===== src/rtl/ps2_rx.sv =====
// PS/2 device-to-host receiver.
// Synchronizes and filters ps2c, then frames 11-bit words with parity check.
module ps2_rx #(
  parameter int FILTER_LEN     = 8,
  parameter int TIMEOUT_CYCLES = 50000
) (
  input  logic       clk,
  input  logic       reset,
  input  logic       rx_en,
  input  logic       ps2d,
  input  logic       ps2c,
  output logic       rx_done_tick,
  output logic [7:0] rx_data
);

  localparam int TW = $clog2(TIMEOUT_CYCLES + 1);

  localparam logic [1:0] S_IDLE = 2'd0;
  localparam logic [1:0] S_RECV = 2'd1;
  localparam logic [1:0] S_DONE = 2'd2;

  localparam logic [TW-1:0] TO_LAST = TW'(TIMEOUT_CYCLES - 1);
  localparam logic [TW-1:0] TO_ONE  = TW'(1);

  logic                  r_ps2c_s1;
  logic                  r_ps2c_s2;
  logic                  r_ps2d_s1;
  logic                  r_ps2d_s2;
  logic [FILTER_LEN-1:0] r_filt_sr;
  logic                  r_filt_clk;
  logic                  r_filt_prev;
  logic [1:0]            r_state;
  logic [3:0]            r_bit_cnt;
  logic [9:0]            r_sh;
  logic [TW-1:0]         r_to_cnt;
  logic [7:0]            r_data;

  logic                  w_fall;
  logic [9:0]            w_sh_nx;
  logic                  w_frame_ok;

  // Two-flop synchronizers; reset to the idle-high bus level
  always_ff @(posedge clk) begin
    if (reset) begin
      r_ps2c_s1 <= 1'b1;
      r_ps2c_s2 <= 1'b1;
      r_ps2d_s1 <= 1'b1;
      r_ps2d_s2 <= 1'b1;
    end else begin
      r_ps2c_s1 <= ps2c;
      r_ps2c_s2 <= r_ps2c_s1;
      r_ps2d_s1 <= ps2d;
      r_ps2d_s2 <= r_ps2d_s1;
    end
  end

  // Glitch filter: level changes only after FILTER_LEN equal samples
  always_ff @(posedge clk) begin
    if (reset) begin
      r_filt_sr   <= '1;
      r_filt_clk  <= 1'b1;
      r_filt_prev <= 1'b1;
    end else begin
      r_filt_sr   <= {r_filt_sr[FILTER_LEN-2:0], r_ps2c_s2};
      r_filt_prev <= r_filt_clk;
      if (&r_filt_sr)
        r_filt_clk <= 1'b1;
      else if (~|r_filt_sr)
        r_filt_clk <= 1'b0;
    end
  end

  assign w_fall = r_filt_prev & ~r_filt_clk;

  // Shift value after this edge: LSB-first, stop bit ends up in [9]
  assign w_sh_nx = {r_ps2d_s2, r_sh[9:1]};

  // Stop must be 1 and data+parity must hold an odd count of ones
  assign w_frame_ok = w_sh_nx[9] & (^w_sh_nx[8:0]);

  // Frame FSM with bit counter and inter-edge timeout
  always_ff @(posedge clk) begin
    if (reset) begin
      r_state   <= S_IDLE;
      r_bit_cnt <= 4'd0;
      r_sh      <= 10'd0;
      r_to_cnt  <= '0;
      r_data    <= 8'h00;
    end else begin
      case (r_state)
        S_IDLE: begin
          r_to_cnt <= '0;
          if (w_fall && rx_en && !r_ps2d_s2) begin
            r_state   <= S_RECV;
            r_bit_cnt <= 4'd10;
          end
        end
        S_RECV: begin
          if (w_fall) begin
            r_to_cnt  <= '0;
            r_sh      <= w_sh_nx;
            r_bit_cnt <= r_bit_cnt - 4'd1;
            if (r_bit_cnt == 4'd1) begin
              if (w_frame_ok) begin
                r_state <= S_DONE;
                r_data  <= w_sh_nx[7:0];
              end else begin
                r_state <= S_IDLE;
              end
            end
          end else if (r_to_cnt == TO_LAST) begin
            r_state   <= S_IDLE;
            r_to_cnt  <= '0;
            r_bit_cnt <= 4'd0;
          end else begin
            r_to_cnt <= r_to_cnt + TO_ONE;
          end
        end
        S_DONE: begin
          r_state <= S_IDLE;
        end
        default: begin
          r_state <= S_IDLE;
        end
      endcase
    end
  end

  assign rx_done_tick = (r_state == S_DONE);
  assign rx_data      = r_data;

endmodule


===== config.mk =====
export PLATFORM = sky130hd
export DESIGN_NAME = ps2_rx
export DESIGN_NICKNAME = d
export VERILOG_FILES = /design/src/rtl/ps2_rx.sv
export SDC_FILE = /design/constraint.sdc
export NUM_CORES = 1
export LEC_CHECK = 0
export CORE_ASPECT_RATIO = 1.25
export CORE_MARGIN = 5
export CORE_UTILIZATION = 60
export CTS_CLUSTER_DIAMETER = 150
export DETAILED_ROUTE_END_ITERATION = 12
export PLACE_DENSITY_LB_ADDON = 0.05
export SYNTH_ARGS = -nofsm -noshare
export SYNTH_HDL_FRONTEND = slang
export SYNTH_SLANG_ARGS = --single-unit

===== constraint.sdc =====
create_clock -name clk -period 2.87 [get_ports clk]
set_clock_uncertainty 0.05 [all_clocks]
set_input_delay 0.4305 -clock clk [delete_from_list [all_inputs] [get_ports clk]]
set_output_delay 0.4305 -clock clk [all_outputs]
set_load 0.02 [all_outputs]

==> summary.md <==
| Metric | Value |
|---|---|
| Syn nets | 267 |
| Mapped Area | 0.00231 sq mm |
| Most common cell after layout, fill and taps aside | dfxtp_1 |
| DRT Pass-1 Iters | 4 |
| Setup violators final | 0 |
| Area Overhead vs Synth | 10.6% |
| Worst-path clk slew | 0.10 ns |
| Grt ovf | 0 |
| Final GP Congestion | 0.781 |
| Power per standard cell area | 484 mW/mm^2 |
| Total placed cells including tap cells | 306 |
| Post-synth cell types | 44 |
| Crit share post-route | 70.4% |
| Core region area | 0.00375 sq mm |
| CP peak stage delay | 0.61 ns |
| All-layer global routing usage | 18.4% |
| Synth Register Bits | 53 |
| CP Cell Sequence | inv_1, nor2_1, clkdlybuf4s50_1 |
| Syn Area/Cell | 8.93 sq um |
| Max VDD drop | 0.322 mV |
| Gate Count Post-Synth | 259 |
| Detail Route Antenna Nets | 0 |
| CP Data Arrival Time | 1.54 ns |
| Clock Sinks | 53 |
| Final hold violation count | 0 |
| Leakage | 0.845 nW |
| CTS resizes | 0 |
| Fraction of layout instances using a drive strength above 1 | 11.7% |
| Antenna cells | 0 |
| Total setup buffers inserted after CTS | 0 |
| Max Cap Viol | 0 |
| Port buffer count | 13 |
| EDFF count, synth | 0 |
| Routed WL | 4490 um |
| Worst setup EP type | output pin |
| Wirelength per Cell | 14.3 um |
| CTS tree | built |
| CTS Hold Bufs | 0 |
| Yosys warning count | 0 |
| Initial antenna violation count | 0 |
| Element type at the critical path start | flop |
| Ys async rst share | 0% |
| Crit Path Category | flop to output pin |
| Global-route wire length before repair | 7610 um |
| H-Tree Depth | 2 |
| Pwr Total | 1.24 mW |
| Status | completed |
| Measured slew at the worst slew-check pin | 0.440 ns |
| Largest net degree at the start of global routing | 33 |
| Site row count | 25 |
| Root buffer cell | clkbuf_8 |
| Slowest stage cell on the critical path | clkdlybuf4s50_1 |
| Clock latency on the worst-skew pair | 0.30 ns |
| Inserted Clock Buffers | 5 |
| Sequential share of the synthesized area | 45.9% |
| Most frequent cells in the layout | dfxtp_1 (53), nand2_1 (35), a21oi_1 (24) |
| Fmax | 495 MHz |
| Post-synth top flop | dfxtp_1 |
| Critical path required time | 2.39 ns |
| Slew Viols, Final | 0 |
| Worst slew margin | 70.5% |
| Total die area | 0.00520 sq mm |
| Clock buffer depth | 2 |
| Min Tclk post-route | 2.02 ns |
| Number of global-route vias before repair | 1745 |
| Final cell count without fillers | 314 |
| Die W | 65.5 um |
| Die Height | 79.4 um |
| Worst Path Max Fanout | 6 |
| Worst hold path type | flop to flop |
| Via density | 5.95 |
| I/O pins | 14 |
| Starting DRT DRC Count | 164 |
| DP HPWL | 3180 um |
| RSZ-0062 raised after global routing | no |
| Setup TNS | 0 ns |
| Vias | 1867 |
| Initial Util | 61.6% |
| DRC | 0 |
| Hold Worst Slack | 0.369 ns |
| Nets | 281 |
## per-layer routing
layer | share of wire [%] | GRT usage, % | vias to the layer above
li1 | - | - | 957
met1 | 45 | 21.7 | 885
met2 | 52 | 32.6 | 17
met3 | 1.4 | 2.96 | 8
met4 | 2.0 | 7.88 | 0
met5 | 0 | 0 | -
## logic make-up (layout without fill, tap and decap cells)
logic type                 Yosys count  in the layout  share of synthesized area [%]
AOI/OAI and AO/OA                   70             70                           20.0
xor gates and xnor gates             9              9                           4.71
adders and majority gates            3              3                           1.62
buffers and inverters               17             32                           3.90
DFF                                 53             53                           45.9
and+or+nand+nor                    107            107                           23.9
## where the power goes
group | leakage (nW) | switching (mW) | total (mW) | internal, mW
Clock | 0.0447 | 0.254 | 0.430 | 0.177
Combinational | 0.372 | 0.0333 | 0.0562 | 0.0228
Sequential | 0.429 | 0.00656 | 0.749 | 0.743
## path summary, 6_finish.rpt
| kind | start | to | slack, ns | cells past startpoint |
|---|---|---|---|---|
| worst max-delay path | r_state[1] | rx_done_tick | 0.85 | 3 |
| worst max register to register | r_to_cnt[0] | r_to_cnt[9] | 0.99 | 6 |
| worst min-delay path | r_ps2d_s1 | r_ps2d_s2 | 0.37 | 1 |
| worst min register to register | r_ps2d_s1 | r_ps2d_s2 | 0.37 | 1 |
## critical path: cells and delay by family (launching register included)
family	cells	cell delay, ns
buf+inv	2	0.71
flops	1	0.43
simple gates	1	0.10
## synth_stat cells (2+ instances only)
cell,n,share of area (%)
nand3_1,17,3.7
a311oi_1,12,4.5
nor3_1,2,0.43
nor2b_1,2,0.54
or2_2,14,3.8
o21ai_0,16,3.5
buf_8,2,1.3
clkbuf_1,7,1.1
nor3b_1,3,0.97
ha_1,3,1.6
nor2_1,11,1.8
dfxtp_1,53,46
a21oi_1,24,5.2
inv_1,6,0.97
nor4_1,2,0.54
nand2_1,35,5.7
nand2b_1,5,1.4
a211oi_1,2,0.65
and3_1,4,1.1
a31oi_1,3,0.81
and2_1,2,0.54
a41oi_1,4,1.5
nand4_1,3,0.81
and4b_1,2,0.87
xnor2_1,5,1.9
o211a_1,2,0.87
## stage by stage
step                util, %  cell area (sq um)  setup WS [ns]
finish                 68.1               2560          0.848
global route           68.1               2560          0.755
CTS                    68.1               2560          0.827
detailed placement     65.6               2460           1.00
global placement       65.6               2460           1.03
floorplan                 -               2310           1.13
## area by class of cell
| class | instances | area [sq um] |
|---|---|---|
| well taps | 40 | 50.0 |
| clock buffers | 5 | 68.8 |
| clock inverters | 3 | 25.0 |
| multi-input cells | 189 | 1160 |
| flip-flops and latches | 53 | 1060 |
| repair buffers | 18 | 168 |
| inverters | 6 | 22.5 |
| fillers | 311 | 1200 |
## sequential cells by signal (all words and copies together), names as in the netlist, 2 cells and up
| signal | flops |
|---|---|
| r_to_cnt | 16 |
| r_bit_cnt | 4 |
| rx_data | 8 |
| r_sh | 9 |
| r_filt_sr | 8 |
| r_state | 2 |
No activity file was read; power rests on OpenSTA's default activity.
